`src/rtl/dmem_arbiter_pkg.sv`:
```
// Shared definitions for the data-memory arbiter: requester ids, FSM states
// and the default memory geometry.
package dmem_arbiter_pkg;

   localparam int unsigned DMEM_ADDR_W = 14;
   localparam int unsigned DMEM_DATA_W = 32;

   localparam logic REQ_CPU = 1'b0;
   localparam logic REQ_LD  = 1'b1;

   typedef enum logic {
      ARB  = 1'b0,
      LOCK = 1'b1
   } arb_state_e;

endpackage

```
`src/rtl/dmem_arbiter.sv`:
```
// Two-port arbiter in front of the single-port data memory: CPU has priority,
// the loader is protected from starvation and can lock the memory for uploads.
module dmem_arbiter
   import dmem_arbiter_pkg::*;
#(
   parameter int unsigned ADDR_W     = DMEM_ADDR_W,
   parameter int unsigned DATA_W     = DMEM_DATA_W,
   parameter int unsigned STARVE_LIM = 4
) (
   input  logic              clk_i,
   input  logic              rst_ni,
   input  logic              cpu_req_i,
   input  logic              cpu_we_i,
   input  logic [ADDR_W-1:0] cpu_addr_i,
   input  logic [DATA_W-1:0] cpu_wdata_i,
   output logic              cpu_gnt_o,
   output logic              cpu_stall_o,
   output logic              cpu_rvalid_o,
   output logic [DATA_W-1:0] cpu_rdata_o,
   input  logic              ld_req_i,
   input  logic              ld_we_i,
   input  logic [ADDR_W-1:0] ld_addr_i,
   input  logic [DATA_W-1:0] ld_wdata_i,
   input  logic              ld_lock_i,
   output logic              ld_gnt_o,
   output logic              ld_rvalid_o,
   output logic [DATA_W-1:0] ld_rdata_o,
   output logic              mem_en_o,
   output logic              mem_we_o,
   output logic [ADDR_W-1:0] mem_addr_o,
   output logic [DATA_W-1:0] mem_wdata_o,
   input  logic [DATA_W-1:0] mem_rdata_i,
   output logic              locked_o
);

   localparam logic [3:0] LimC = 4'(STARVE_LIM);

   arb_state_e state_q, state_d;
   logic [3:0] wait_cnt_q, wait_cnt_d;
   logic       rd_pend_q, rd_pend_d;
   logic       rd_owner_q, rd_owner_d;
   logic       cpu_gnt, ld_gnt;
   logic       starved;

   assign starved = (wait_cnt_q == LimC);

   // Grants are held low while reset is asserted, even with requests present.
   always_comb begin
      cpu_gnt = 1'b0;
      ld_gnt  = 1'b0;
      if (rst_ni) begin
         if (state_q == LOCK) begin
            ld_gnt = ld_req_i;
         end else if (cpu_req_i && ld_req_i) begin
            ld_gnt  = starved;
            cpu_gnt = ~starved;
         end else begin
            cpu_gnt = cpu_req_i;
            ld_gnt  = ld_req_i;
         end
      end
   end

   always_comb begin
      mem_en_o    = cpu_gnt | ld_gnt;
      mem_we_o    = 1'b0;
      mem_addr_o  = '0;
      mem_wdata_o = '0;
      if (ld_gnt) begin
         mem_we_o    = ld_we_i;
         mem_addr_o  = ld_addr_i;
         mem_wdata_o = ld_wdata_i;
      end else if (cpu_gnt) begin
         mem_we_o    = cpu_we_i;
         mem_addr_o  = cpu_addr_i;
         mem_wdata_o = cpu_wdata_i;
      end
   end

   always_comb begin
      wait_cnt_d = wait_cnt_q;
      if (state_q == LOCK || ld_gnt || !ld_req_i) begin
         wait_cnt_d = '0;
      end else if (!starved) begin
         wait_cnt_d = wait_cnt_q + 4'd1;
      end

      state_d = state_q;
      unique case (state_q)
         ARB:  if (ld_gnt && ld_lock_i) state_d = LOCK;
         LOCK: if (!ld_lock_i) state_d = ARB;
         default: state_d = ARB;
      endcase

      rd_pend_d  = mem_en_o & ~mem_we_o;
      rd_owner_d = rd_pend_d ? (ld_gnt ? REQ_LD : REQ_CPU) : rd_owner_q;
   end

   always_ff @(posedge clk_i or negedge rst_ni) begin
      if (!rst_ni) begin
         state_q    <= ARB;
         wait_cnt_q <= '0;
         rd_pend_q  <= 1'b0;
         rd_owner_q <= REQ_CPU;
      end else begin
         state_q    <= state_d;
         wait_cnt_q <= wait_cnt_d;
         rd_pend_q  <= rd_pend_d;
         rd_owner_q <= rd_owner_d;
      end
   end

   assign cpu_gnt_o    = cpu_gnt;
   assign ld_gnt_o     = ld_gnt;
   assign cpu_stall_o  = cpu_req_i & ~cpu_gnt;
   assign locked_o     = (state_q == LOCK);
   assign cpu_rvalid_o = rd_pend_q & (rd_owner_q == REQ_CPU);
   assign ld_rvalid_o  = rd_pend_q & (rd_owner_q == REQ_LD);
   assign cpu_rdata_o  = cpu_rvalid_o ? mem_rdata_i : '0;
   assign ld_rdata_o   = ld_rvalid_o ? mem_rdata_i : '0;

endmodule

```
`config.mk`:
```
export PLATFORM = sky130hd
export DESIGN_NAME = dmem_arbiter
export DESIGN_NICKNAME = d
export VERILOG_FILES = /design/src/rtl/dmem_arbiter_pkg.sv /design/src/rtl/dmem_arbiter.sv
export SDC_FILE = /design/constraint.sdc
export NUM_CORES = 1
export LEC_CHECK = 0
export BUFFER_PORTS_ARGS = -buffer_cell sky130_fd_sc_hd__buf_2
export CAP_MARGIN = 10
export CORE_AREA = 2 2 97 99
export DETAILED_ROUTE_END_ITERATION = 16
export DIE_AREA = 0 0 99 101
export GPL_ROUTABILITY_DRIVEN = 0
export MAX_ROUTING_LAYER = met4
export SETUP_SLACK_MARGIN = 0.2
export SLEW_MARGIN = 20
export SYNTH_ARGS = -nofsm -noshare
export SYNTH_HDL_FRONTEND = slang
export SYNTH_SLANG_ARGS = --single-unit
```
`constraint.sdc`:
```
create_clock -name clk_i -period 1.6 [get_ports clk_i]
set_input_delay 0.08 -clock clk_i [delete_from_list [all_inputs] [get_ports clk_i]]
set_output_delay 0.08 -clock clk_i [all_outputs]
set_load 0.01 [all_outputs]
```
======== Word level (Yosys, flattened, before mapping) ========
Index checks and enable logic that the tools add are counted.
word-level totals
  latch bits .............................. 0
  input bits .............................. 131
  ROM bits ................................ 0
  memories ................................ 0
  RAM bits ................................ 0
  output and inout port bits .............. 118
  register bits ........................... 7
operators by class
  eq/ne operators ......................... 2
  order comparisons ....................... 0
  multipliers ............................. 0
  shift operators ......................... 0
  div/mod/pow operators ................... 0
  add/sub/neg operators ................... 1
  bitwise operators ....................... 10
  reduce and logical (&&, ||, !) cells .... 5
  muxes and demuxes ....................... 20
operators by type and width
  kind                   number
  $mux W32               4
  $mux W14               2
  $mux W1                11
  $mux W4                2
  $not A1 Y1             5
  $add A4 B1 Y4 const B  1
  $and A1 B1 Y1          4
  $eq A4 B3 Y1 const B   1
  $logic_and A1 B1 Y1    2
  $logic_or A1 B1 Y1     2
  $ne A2 B1 Y1 const B   1
  $pmux W1 S2            1
  $logic_not A1 Y1       1
  $or A1 B1 Y1           1

======== Depth between registers and ports, before layout ========
Gate-level depths: netlist of the first run.
  depth in word-level cells ............... 9
  depth in mapped cells ................... 7
  mapped depth without buffers ............ 5

======== Least setup slack after synthesis of the first run ========
No wires, ideal clock.
  kind .................................... register -> output
  start ................................... register wait_cnt_q[0]
  end ..................................... output port mem_addr_o[0]
  arrival time ............................ 1,422 ps
  data required time ...................... 1,520 ps
  slack ................................... 98 ps
  stages on the path, launching flop included .. 8
  cell sequence ........................... dfrtp_1 inv_1 ha_1 nand3b_4 a21bo_1 buf_6 buf_6 o22ai_2
on the way
  cells in the longest elaborated chain, start to end .. 7
  elaborated cells on any way between the ends .. 10
  those cells by class .................... eq/ne: 1; mux: 8; bitwise: 1
RTL lines
  item                    RTL line             text
  from (decl)             dmem_arbiter.sv:39   logic [3:0] wait_cnt_q, wait_cnt_d;
  from (signal assigned)  dmem_arbiter.sv:107  wait_cnt_q <= wait_cnt_d;
  $eq A4 B3 Y1 *          dmem_arbiter.sv:45   assign starved = (wait_cnt_q == LimC);
  $not A1 Y1              dmem_arbiter.sv:56   cpu_gnt = ~starved;
  $mux W1                 dmem_arbiter.sv:54   end else if (cpu_req_i && ld_req_i) begin
  $mux W1                 dmem_arbiter.sv:52   if (state_q == LOCK) begin
  $mux W1                 dmem_arbiter.sv:51   if (rst_ni) begin
  $mux W14                dmem_arbiter.sv:73   end else if (cpu_gnt) begin
  $mux W14 *              dmem_arbiter.sv:69   if (ld_gnt) begin
  to (decl)               dmem_arbiter.sv:30   output logic [ADDR_W-1:0] mem_addr_o,
Mark *: on every way between the ends. The rest lies on a longest branch, timed or not.

======== Worst setup path in the final report of the first run ========
  start ................................... register wait_cnt_q[0]
  end ..................................... output port mem_wdata_o[19]
on the way
  cells in the longest elaborated chain, start to end .. 7
  elaborated cells on any way between the ends .. 10
  those cells by class .................... eq/ne: 1; mux: 8; bitwise: 1
RTL lines
  item            RTL line            text
  $eq A4 B3 Y1 *  dmem_arbiter.sv:45
  $not A1 Y1      dmem_arbiter.sv:56
  $mux W1         dmem_arbiter.sv:54
  $mux W1         dmem_arbiter.sv:52
  $mux W1         dmem_arbiter.sv:51
  $mux W32        dmem_arbiter.sv:73
  $mux W32 *      dmem_arbiter.sv:69
  to (decl)       dmem_arbiter.sv:31  output logic [DATA_W-1:0] mem_wdata_o,
Marked as above.

==> out/metrics.cfg, run 1 <==
[finish]
nets = 658
n_antenna_cell = 0
fillCellCount = 905
multi_input_area_mm2 = 0.00181
final_cell_mix = buf_2, nand2_1, o22ai_4, and3_1
drive_gt1_share_pct = 61.1
final_common_cell = buf_2
area_growth_syn_to_layout_pct = 112
final-seq-area_um2 = 175

[sta]
fin_crit_sh_pct = 108
setup_violations = 48
fin_crit_ns = 1.73
rsz0062_at_grt = true
setup_ws_ns = -0.134
max_slew_margin_pct = 76.8
worst_pin_slew_ns = 0.347
hold_viol = 0
clock.fmax_mhz = 577
drv_slew = 0
worst_clock_skew_ns = 0.00179
hold_slack_ns = 0.0658
setup_tns_ns = -5.35

[setup_path]
reg2reg_to = rd_owner_q
cp.arrival_ns = 1.65
startpoint_type = register
worst-setup-path-type = reg -> out
r2r_start = wait_cnt_q[0]
r2r_slack_ns = 0.27
endpoint_kind = primary output
crit_fanout = 13
r2r_cells = 6
crit_required_ns = 1.52

[synthesis]
synth_area_mm2 = 0.00183
ys_ff_latch = 7
synthCells = 280
yosysSeqAreaShare_pct = 9.56
yosysWarnings = 0
ys_types = 31
synth_nets = 413
syn-mean-instance-area_um2 = 6.54

[job]
cap_violations = 0

[detailed_routing]
via_per_inst = 4.56
wire_per_inst_um = 13.1
drtAntennaViolNets = 0
dr.pass1.iters = 6
drt_wl_total_um = 8330
drtIter0Drc = 57
drc = 0
vias = 2896

[global_routing]
antenna_found_initial = 0
grt_pass1_wl_um = 12200
grt_pass1_vias = 2555
grtUsageTotal_pct = 15.1
grt-ovfl-total = 0
grt_max_degree = 70

[clock_tree]
cts_buffers = 3
insertion_delay_ns = 0.23
htreeDepth = 1
cts.clk_slew.worst_paths_ns = 0.04
cts_root_buf = clkbuf_8
clock-sinks = 7
cts_max_path_buffers = 2
cts_tree = yes

[placement]
hpwl_um = 6530
place_ws_ns = 0.0851
io_buffers = 248

[pwr]
p_clk_share_pct = 15.5
p_sw_share_pct = 42.2
seqPwrFrac_pct = 12.4
p_leak_uw = 0.00216
internal-power_uw = 948
switchingPower_uw = 693
peakVddDrop_mv = 0.444
p_comb_share_pct = 72.1
power_density_mw_per_mm2 = 422

[run_status]
violations = setup timing
outcome = finished, violations left

[die]
dieArea_mm2 = 0.0100
rows = 35
dieWidth_um = 99
boundaryPins = 249
fp.dieH_um = 101
core_mm2 = 0.00898
initial_utilization_pct = 20.4

[hold_path]
hp-start = cpu_we_i
hp-class = in -> reg
holdPathEnd = rd_pend_q
min_path_cells = 2

state kept, by name (all words and copies together) (netlist names):
name        cells
rd_owner_q      1
locked_o        1
rd_pend_q       1
wait_cnt_q      4
metrics by stage:
| step | utilization [%] | instance area, µm² | instances | power [µW] |
|---|---|---|---|---|
| 2_1_floorplan | - | 2110 | 280 | 843 |
| 3_3_place_gp | 38.9 | 3490 | 626 | 1230 |
| 3_5_place_dp | 38.9 | 3490 | 626 | 1250 |
| 4_1_cts | 41.2 | 3690 | 634 | 1580 |
| 5_1_grt | 43.3 | 3890 | 635 | 1770 |
| 6_report | 43.3 | 3890 | 635 | 1640 |
synthesized netlist by cell type:
| cell | number | area share [%] |
|---|---|---|
| nand2_1 | 96 | 20 |
| and2_1 | 34 | 12 |
| and3_1 | 32 | 11 |
| o22ai_2 | 30 | 20 |
| o22ai_1 | 17 | 5.8 |
| clkbuf_1 | 16 | 3.3 |
| dfrtp_1 | 7 | 9.6 |
| buf_2 | 5 | 1.4 |
| a21oi_1 | 4 | 1.1 |
| buf_4 | 4 | 1.6 |
| buf_6 | 4 | 2.5 |
| inv_1 | 4 | 0.82 |
| nand3_1 | 4 | 1.1 |
| nor2_1 | 3 | 0.61 |
| a211oi_1 | 2 | 0.82 |
| ha_1 | 2 | 1.4 |
| o211ai_1 | 2 | 0.82 |
| a21bo_1 | 1 | 0.55 |
| and2b_2 | 1 | 0.48 |
| and3b_1 | 1 | 0.48 |
| buf_1 | 1 | 0.20 |
| mux2i_1 | 1 | 0.55 |
| nand2b_1 | 1 | 0.34 |
| nand3b_4 | 1 | 1.1 |
| nand4b_1 | 1 | 0.48 |
| nor2b_1 | 1 | 0.34 |
| nor3_1 | 1 | 0.27 |
| o21a_1 | 1 | 0.41 |
| o21bai_1 | 1 | 0.41 |
| o22a_1 | 1 | 0.48 |
| xnor2_1 | 1 | 0.48 |
timing repair:
action,CTS,global route
hold buffers,1,0
setup endpoints to repair,50,84
gates cloned,2,1
buffers inserted,1,0
resized for setup,18,37
pin swaps,4,1
hold endpoints to repair,7,0
routing by layer:
metal / GRT usage (%) / up-vias / wire, µm
li1: - / 1458 / -
met2: 28.5 / 122 / 4530
met1: 17.4 / 1314 / 3220
met4: 2.00 / 0 / 28
met3: 1.87 / 2 / 546
met5: - / - / 0
layout make-up:
type / count / area share (%)
Tap cell: 111 / 3.57
Multi-Input combinational cell: 239 / 46.5
Inverter: 4 / 0.386
Sequential cell: 7 / 4.50
Timing Repair Buffer: 270 / 43.9
Clock buffer: 4 / 1.16
power groups by stage:
stage	combinational (µW)	sequential [µW]	clock, µW
after floorplan	634	210	0
after global placement	1030	202	0
after detailed placement	1050	202	0
after CTS	1110	200	262
after global routing	1280	206	281
final	1180	203	254
kinds of logic after synthesis:
group	Yosys count	share of synthesized area (%)
flip-flops	7	9.56
XOR/XNOR	1	0.478
multiplexers	1	0.546
buffers and inverters	34	9.77
AND/OR/NAND/NOR	176	47.4
AO/OA/AOI/OAI	59	30.9
adder cells (fa/ha/maj)	2	1.37
critical path: stages (launching register included):
cell      delay (ns)
dfrtp_1         0.38
inv_2           0.08
ha_4            0.15
nand3b_4        0.08
a21bo_4         0.29
buf_16          0.20
o22ai_4         0.09
buf_2           0.15
worst max-delay path by stage:
stage | cells after the start | end | start | slack [ns]
after floorplan | 7 | mem_addr_o[0] | wait_cnt_q[1] | 0.20
after global placement | 7 | mem_wdata_o[19] | wait_cnt_q[1] | 0.11
after detailed placement | 7 | mem_wdata_o[28] | wait_cnt_q[0] | 0.09
after CTS | 7 | mem_wdata_o[21] | wait_cnt_q[0] | -0.16
after global routing | 7 | mem_addr_o[7] | wait_cnt_q[0] | -0.26
final | 7 | mem_wdata_o[19] | wait_cnt_q[0] | -0.13
Note: power is estimated with default switching activity, not from simulation.
==> run 2: changes to the inputs <==
--- a/config.mk
+++ b/config.mk
@@ -8,10 +8,12 @@
 export BUFFER_PORTS_ARGS = -buffer_cell sky130_fd_sc_hd__buf_2
 export CAP_MARGIN = 10
 export CORE_AREA = 2 2 97 99
+export CTS_BUF_LIST = sky130_fd_sc_hd__clkbuf_8
 export DETAILED_ROUTE_END_ITERATION = 16
 export DIE_AREA = 0 0 99 101
 export GPL_ROUTABILITY_DRIVEN = 0
 export MAX_ROUTING_LAYER = met4
+export PLACE_DENSITY_LB_ADDON = 0.15
 export SETUP_SLACK_MARGIN = 0.2
 export SLEW_MARGIN = 20
 export SYNTH_ARGS = -nofsm -noshare
==> run 2 against run 1 <==
Net effect: the run still ends with setup timing left; global-route usage is 0.33 points higher; highest routed layer unchanged; critical path type unchanged; clock-buffer cell count is 1 lower; sequential share of layout area hardly changed; critical path depth stayed put; first-iteration DRC count is 8.8% higher; sequential power hardly changed.
==> out/metrics.cfg, run 2 (synthesis gave the netlist of run 1 again) <==
[sta]
fin_crit_sh_pct = 107  ; -0.90 points
rsz0062_at_grt = true
drv_slew = 0  ; unchanged
setup_tns_ns = -3.45  ; +1.89 ns
setup_violations = 47  ; -2.1%
setup_ws_ns = -0.120  ; +0.0144 ns
max_slew_margin_pct = 79.2  ; +2.4 points
clock.fmax_mhz = 581  ; +0.84%
worst_clock_skew_ns = 0.000776  ; -0.00101 ns
hold_viol = 0  ; unchanged
fin_crit_ns = 1.72  ; -0.0144 ns
worst_pin_slew_ns = 0.311  ; -0.0350 ns

[clock_tree]
cts_tree = yes
clock-sinks = 7  ; unchanged
insertion_delay_ns = 0.22  ; about the same
cts_root_buf = clkbuf_8
cts_buffers = 3  ; unchanged
cts_max_path_buffers = 2  ; unchanged
htreeDepth = 1  ; unchanged
cts.clk_slew.worst_paths_ns = 0.04  ; about the same

[die]
initial_utilization_pct = 20.4  ; unchanged
core_mm2 = 0.00898  ; unchanged
boundaryPins = 249  ; unchanged
dieArea_mm2 = 0.0100  ; unchanged
dieWidth_um = 99  ; unchanged
rows = 35  ; unchanged
fp.dieH_um = 101  ; unchanged

[run_status]
violations = setup timing
outcome = finished, violations left

[finish]
largest_reg_flops = 4  ; unchanged
multi_input_area_mm2 = 0.00180  ; -0.69%
n_antenna_cell = 0  ; unchanged
final_common_cell = buf_2
largest_register = wait_cnt_q
nets = 663  ; +0.76%
fillCellCount = 924  ; +2.1%
final_cell_mix = buf_2, nand2_1, and2_1, and3_1, o22ai_4
drive_gt1_share_pct = 61.4  ; +0.37 points
area_growth_syn_to_layout_pct = 111
final-seq-area_um2 = 175  ; unchanged

[detailed_routing]
wire_per_inst_um = 13.1  ; about the same
via_per_inst = 4.50  ; -1.3%
drc = 0  ; unchanged
drt_wl_total_um = 8390  ; +0.79%
drtAntennaViolNets = 0  ; unchanged
vias = 2880  ; -0.55%
drtIter0Drc = 62  ; +8.8%
dr.pass1.iters = 4  ; -2

[placement]
place_ws_ns = 0.0956  ; +0.0106 ns
hpwl_um = 6830  ; +4.6%
io_buffers = 248  ; unchanged

[pwr]
power_density_mw_per_mm2 = 415  ; -1.7%
p_leak_uw = 0.00217  ; +0.53%
total_power_uw = 1600  ; -2.3%
peakVddDrop_mv = 0.352  ; -21%

[global_routing]
grt_max_degree = 70  ; unchanged
grt_pass1_wl_um = 12500  ; +2.4%
grt_pass1_vias = 2515  ; -1.6%
antenna_found_initial = 0  ; unchanged
grt-ovfl-total = 0  ; unchanged
grtUsageTotal_pct = 15.4  ; +0.33 points

[setup_path]
crit_required_ns = 1.52  ; about the same
startpoint_type = register
cp.arrival_ns = 1.64  ; about the same
crit_fanout = 16  ; +3
worst-setup-path-type = reg -> out
endpoint_kind = primary output

[job]
cap_violations = 0  ; unchanged

[hold_path]
hp-class = in -> reg

run 2: cell types whose count changed in the layout (fill, tap and decap cells not counted), sizes merged:
cell         before  now
clkbuf            4    3
dlygate4sd3       1    2
inv               4    5
buf             269  273
run 2: critical path, stage by stage, from the launching register on:
cell	delay [ns]
dfrtp_1	0.38
inv_2	0.08
ha_4	0.15
nand3b_4	0.08
a21bo_4	0.27
buf_12	0.19
o22ai_1	0.11
buf_2	0.15
run 2: final cells by class:
class | count | share of cell area (%)
inverter | 4 | 0.388
timing repair buffer | 275 | 43.9
multi-input combinational | 239 | 46.5
sequential | 7 | 4.53
clock buffer | 3 | 1.07
tap | 111 | 3.59
clock inverter | 1 | 0.0971
run 2: power breakdown:
part / total, µW / internal [µW] / switching (µW)
Combinational: 1160 / 569 / 595
Sequential: 202 / 192 / 9.76
Clock: 237 / 165 / 71.3
run 2: timing repair:
action	4_1_cts	5_1_grt
endpoints found under the setup margin	50	76
setup buffers	4	2
hold buffers	2	0
pin swaps	1	4
cloned	0	1
hold endpoints to repair	7	0
resized for setup	19	28
run 2: worst paths after layout:
kind                          startpoint              to  slack (ns)  cells past startpoint
setup / recovery           wait_cnt_q[0]  mem_addr_o[13]       -0.12                      7
hold / removal                  cpu_we_i       rd_pend_q        0.07                      2
setup reg to reg           wait_cnt_q[0]      rd_owner_q        0.08                      8
hold reg to reg            wait_cnt_q[0]   wait_cnt_q[0]        0.60                      3
max in group asynchronous         rst_ni   wait_cnt_q[3]        0.73                      3
min in group asynchronous         rst_ni   wait_cnt_q[0]        0.52                      3
run 2: layer usage:
layer,share of wire (%),global-route usage [%],up-vias
li1,-,-,1467
met5,0,-,-
met1,42,19.0,1304
met2,52,27.7,107
met3,5.8,1.94,2
met4,0.41,1.90,0
run 2: metrics by stage:
stage | cell area [µm²] | cells | hold WS, ns | util, %
final | 3860 | 640 | 0.0736 | 43.1
after global routing | 3860 | 640 | 0.0971 | 43.1
after CTS | 3710 | 637 | 0.0707 | 41.3
after detailed placement | 3510 | 627 | 0.0980 | 39.1
after global placement | 3510 | 627 | 0.0971 | 39.1
after floorplan | 2110 | 280 | -0.216 | -
==> run 3: changes to the inputs <==
--- a/config.mk
+++ b/config.mk
@@ -5,13 +5,13 @@
 export SDC_FILE = /design/constraint.sdc
 export NUM_CORES = 1
 export LEC_CHECK = 0
-export BUFFER_PORTS_ARGS = -buffer_cell sky130_fd_sc_hd__buf_2
-export CAP_MARGIN = 10
+export BUFFER_PORTS_ARGS = -buffer_cell sky130_fd_sc_hd__buf_4
 export CORE_AREA = 2 2 97 99
 export CTS_BUF_LIST = sky130_fd_sc_hd__clkbuf_8
 export DETAILED_ROUTE_END_ITERATION = 16
 export DIE_AREA = 0 0 99 101
 export GPL_ROUTABILITY_DRIVEN = 0
+export GPL_TIMING_DRIVEN = 0
 export MAX_ROUTING_LAYER = met4
 export PLACE_DENSITY_LB_ADDON = 0.15
 export SETUP_SLACK_MARGIN = 0.2
==> run 3 against run 2 <==
Net effect: the run still ends with setup timing left; sequential power grew 5%; via count grew 6.4%; utilization is 11 points higher; sequential share of layout area decreased by 0.90 points; combinational power is 32% higher; critical path type unchanged; power up 24%; largest power group unchanged; maximum frequency shrank 5.1%; sequential cell count unchanged; routed wire length rose by 25%; hold slack worse by 0.013 ns.
==> out/metrics.cfg, run 3 (synthesis gave the netlist of run 1 again) <==
[clock_tree]
clock-sinks = 7  ; unchanged
cts_max_path_buffers = 2  ; unchanged
cts.clk_slew.worst_paths_ns = 0.04  ; about the same
insertion_delay_ns = 0.24  ; +0.02 ns
cts_root_buf = clkbuf_8
cts_buffers = 3  ; unchanged
cts_tree = yes
htreeDepth = 1  ; unchanged

[setup_path]
r2r_slack_ns = 0.18  ; +0.10 ns
r2r_start = wait_cnt_q[1]
endpoint_kind = primary output
worst-setup-path-type = reg -> out
reg2reg_to = rd_pend_q
slowest_delay_ns = 0.40  ; +0.02 ns
crit_fanout = 9  ; -7
crit_family = buffers and inverters
critPathBufInv = 3  ; unchanged
cp_slowest_cell = dfrtp_1
path_cells = and2b_2 -> a21bo_1 -> buf_12 -> clkbuf_16 -> o22ai_4 -> buf_6
startpoint_type = register
r2r_cells = 6  ; -2
crit_required_ns = 1.52  ; about the same
cp.arrival_ns = 1.73  ; +0.09 ns

[sta]
worst_clock_skew_ns = 0.00654  ; +0.00576 ns
hold_viol = 0  ; unchanged
setup_ws_ns = -0.213  ; -0.0928 ns
fin_crit_ns = 1.81  ; +0.0928 ns
setup_violations = 47  ; unchanged
fin_crit_sh_pct = 113  ; +5.8 points
clock.fmax_mhz = 552  ; -5.1%
rsz0062_at_grt = true
drv_slew = 0  ; unchanged
max_slew_margin_pct = 69.9  ; -9.3 points
worst_pin_slew_ns = 0.451  ; +0.140 ns

[placement]
place_ws_ns = -0.122  ; -0.218 ns
hpwl_um = 8110  ; +19%
io_buffers = 248  ; unchanged

[pwr]
peakVddDrop_mv = 0.620  ; +76%
p_leak_uw = 0.00250  ; +15%
power_density_mw_per_mm2 = 407  ; -1.8%
total_power_uw = 1990  ; +24%

[die]
core_mm2 = 0.00898  ; unchanged
fp.dieH_um = 101  ; unchanged
boundaryPins = 249  ; unchanged
dieArea_mm2 = 0.0100  ; unchanged
rows = 35  ; unchanged
initial_utilization_pct = 20.4  ; unchanged
dieWidth_um = 99  ; unchanged

[job]
cap_violations = 0  ; unchanged

[finish]
drive_gt1_share_pct = 65.1  ; +3.7 points
largest_register = wait_cnt_q
nets = 690  ; +4.1%
final_common_cell = buf_4
n_antenna_cell = 0  ; unchanged
largest_reg_flops = 4  ; unchanged
area_growth_syn_to_layout_pct = 167
final_cell_mix = buf_4, nand2_1, buf_6, and3_1, o22ai_4

[hold_path]
min_path_cells = 2  ; unchanged
hp-start = cpu_we_i
holdPathEnd = rd_pend_q
hp-class = in -> reg

[global_routing]
antenna_found_initial = 0  ; unchanged
grtUsageTotal_pct = 19.8  ; +4.4 points
grt-ovfl-total = 0  ; unchanged
grt_max_degree = 11  ; -84%
grt_pass1_vias = 3075  ; +22%
grt_pass1_wl_um = 16000  ; +28%

[run_status]
outcome = finished, violations left
violations = setup timing

[detailed_routing]
drt_wl_total_um = 10500  ; +25%
vias = 3064  ; +6.4%
drc = 0  ; unchanged
drtAntennaViolNets = 0  ; unchanged
drt-met1-wl_um = 4030  ; +15%
route.met3.wl_um = 556  ; +14%
wl_met2_um = 5750  ; +31%
drtIter0Drc = 53  ; -15%
dr.pass1.iters = 4  ; unchanged
wire_per_inst_um = 15.7  ; +20%
maxUsedRoutingLayer = met4
via_per_inst = 4.59  ; +2.1%

run 3: changes by cell type in the layout (fill, tap and decap cells not counted), sizes merged:
cell	change
clkbuf	+15
buf	+13
dlygate4sd3	-1
run 3: worst register-to-register path: cells and delay by family, from the launching register on:
kind / cells / cell delay, ns
AOI/OAI and AO/OA: 2 / 0.46
buffers and inverters: 2 / 0.25
DFF: 1 / 0.39
and+or+nand+nor: 1 / 0.08
adders and majority gates: 1 / 0.16
run 3: repair_timing:
item,4_1_cts,5_1_grt
hold buffers,1,0
hold endpoints to repair,7,0
gates resized for setup,106,31
gates cloned,3,5
pin swaps,22,5
setup buffers,13,2
setup endpoints to repair,93,106
run 3: final cells by class:
class	count	area, µm²
fillers	859	4090
repair buffers	272	2380
multi-input cells	239	1830
plain buffers	30	303
flip-flops and latches	7	178
well taps	111	139
clock buffers	3	41.3
inverters	4	15.0
clock inverters	1	3.75
run 3: worst max path at each step:
| stage | startpoint | to | slack [ns] | cells past startpoint |
|---|---|---|---|---|
| after floorplan | wait_cnt_q[1] | mem_addr_o[0] | 0.20 | 7 |
| after global placement | rst_ni | mem_addr_o[5] | -0.08 | 7 |
| after detailed placement | rst_ni | mem_wdata_o[8] | -0.12 | 7 |
| after CTS | wait_cnt_q[0] | mem_addr_o[5] | -0.19 | 8 |
| after global routing | wait_cnt_q[1] | mem_wdata_o[26] | -0.25 | 8 |
| final | locked_o | mem_wdata_o[26] | -0.21 | 6 |
run 3: metal layers:
| layer | up-vias | global-route usage, % |
|---|---|---|
| met2 | 117 | 36.4 |
| met1 | 1402 | 23.3 |
| met4 | 0 | 4.11 |
| met5 | - | - |
| li1 | 1533 | - |
| met3 | 12 | 2.29 |
run 3: where the power goes:
part           switching, µW  total [µW]  leakage, µW  internal (µW)
Combinational            655        1530      0.00238            870
Sequential              19.9         213    0.0000908            193
Clock                   86.2         253    0.0000269            167
Total                    761        1990      0.00250           1230
run 3: metrics by stage:
step,util [%],cell area [µm²],instances,hold WS (ns),TNS [ns]
after global routing,54.5,4890,667,0.0693,-10.74
after global placement,45.8,4110,639,-0.100,-1.89
after CTS,52.0,4670,660,0.0508,-7.58
after floorplan,-,2110,280,-0.216,0
after detailed placement,45.8,4110,639,-0.0956,-2.79
final,54.5,4890,667,0.0604,-7.53
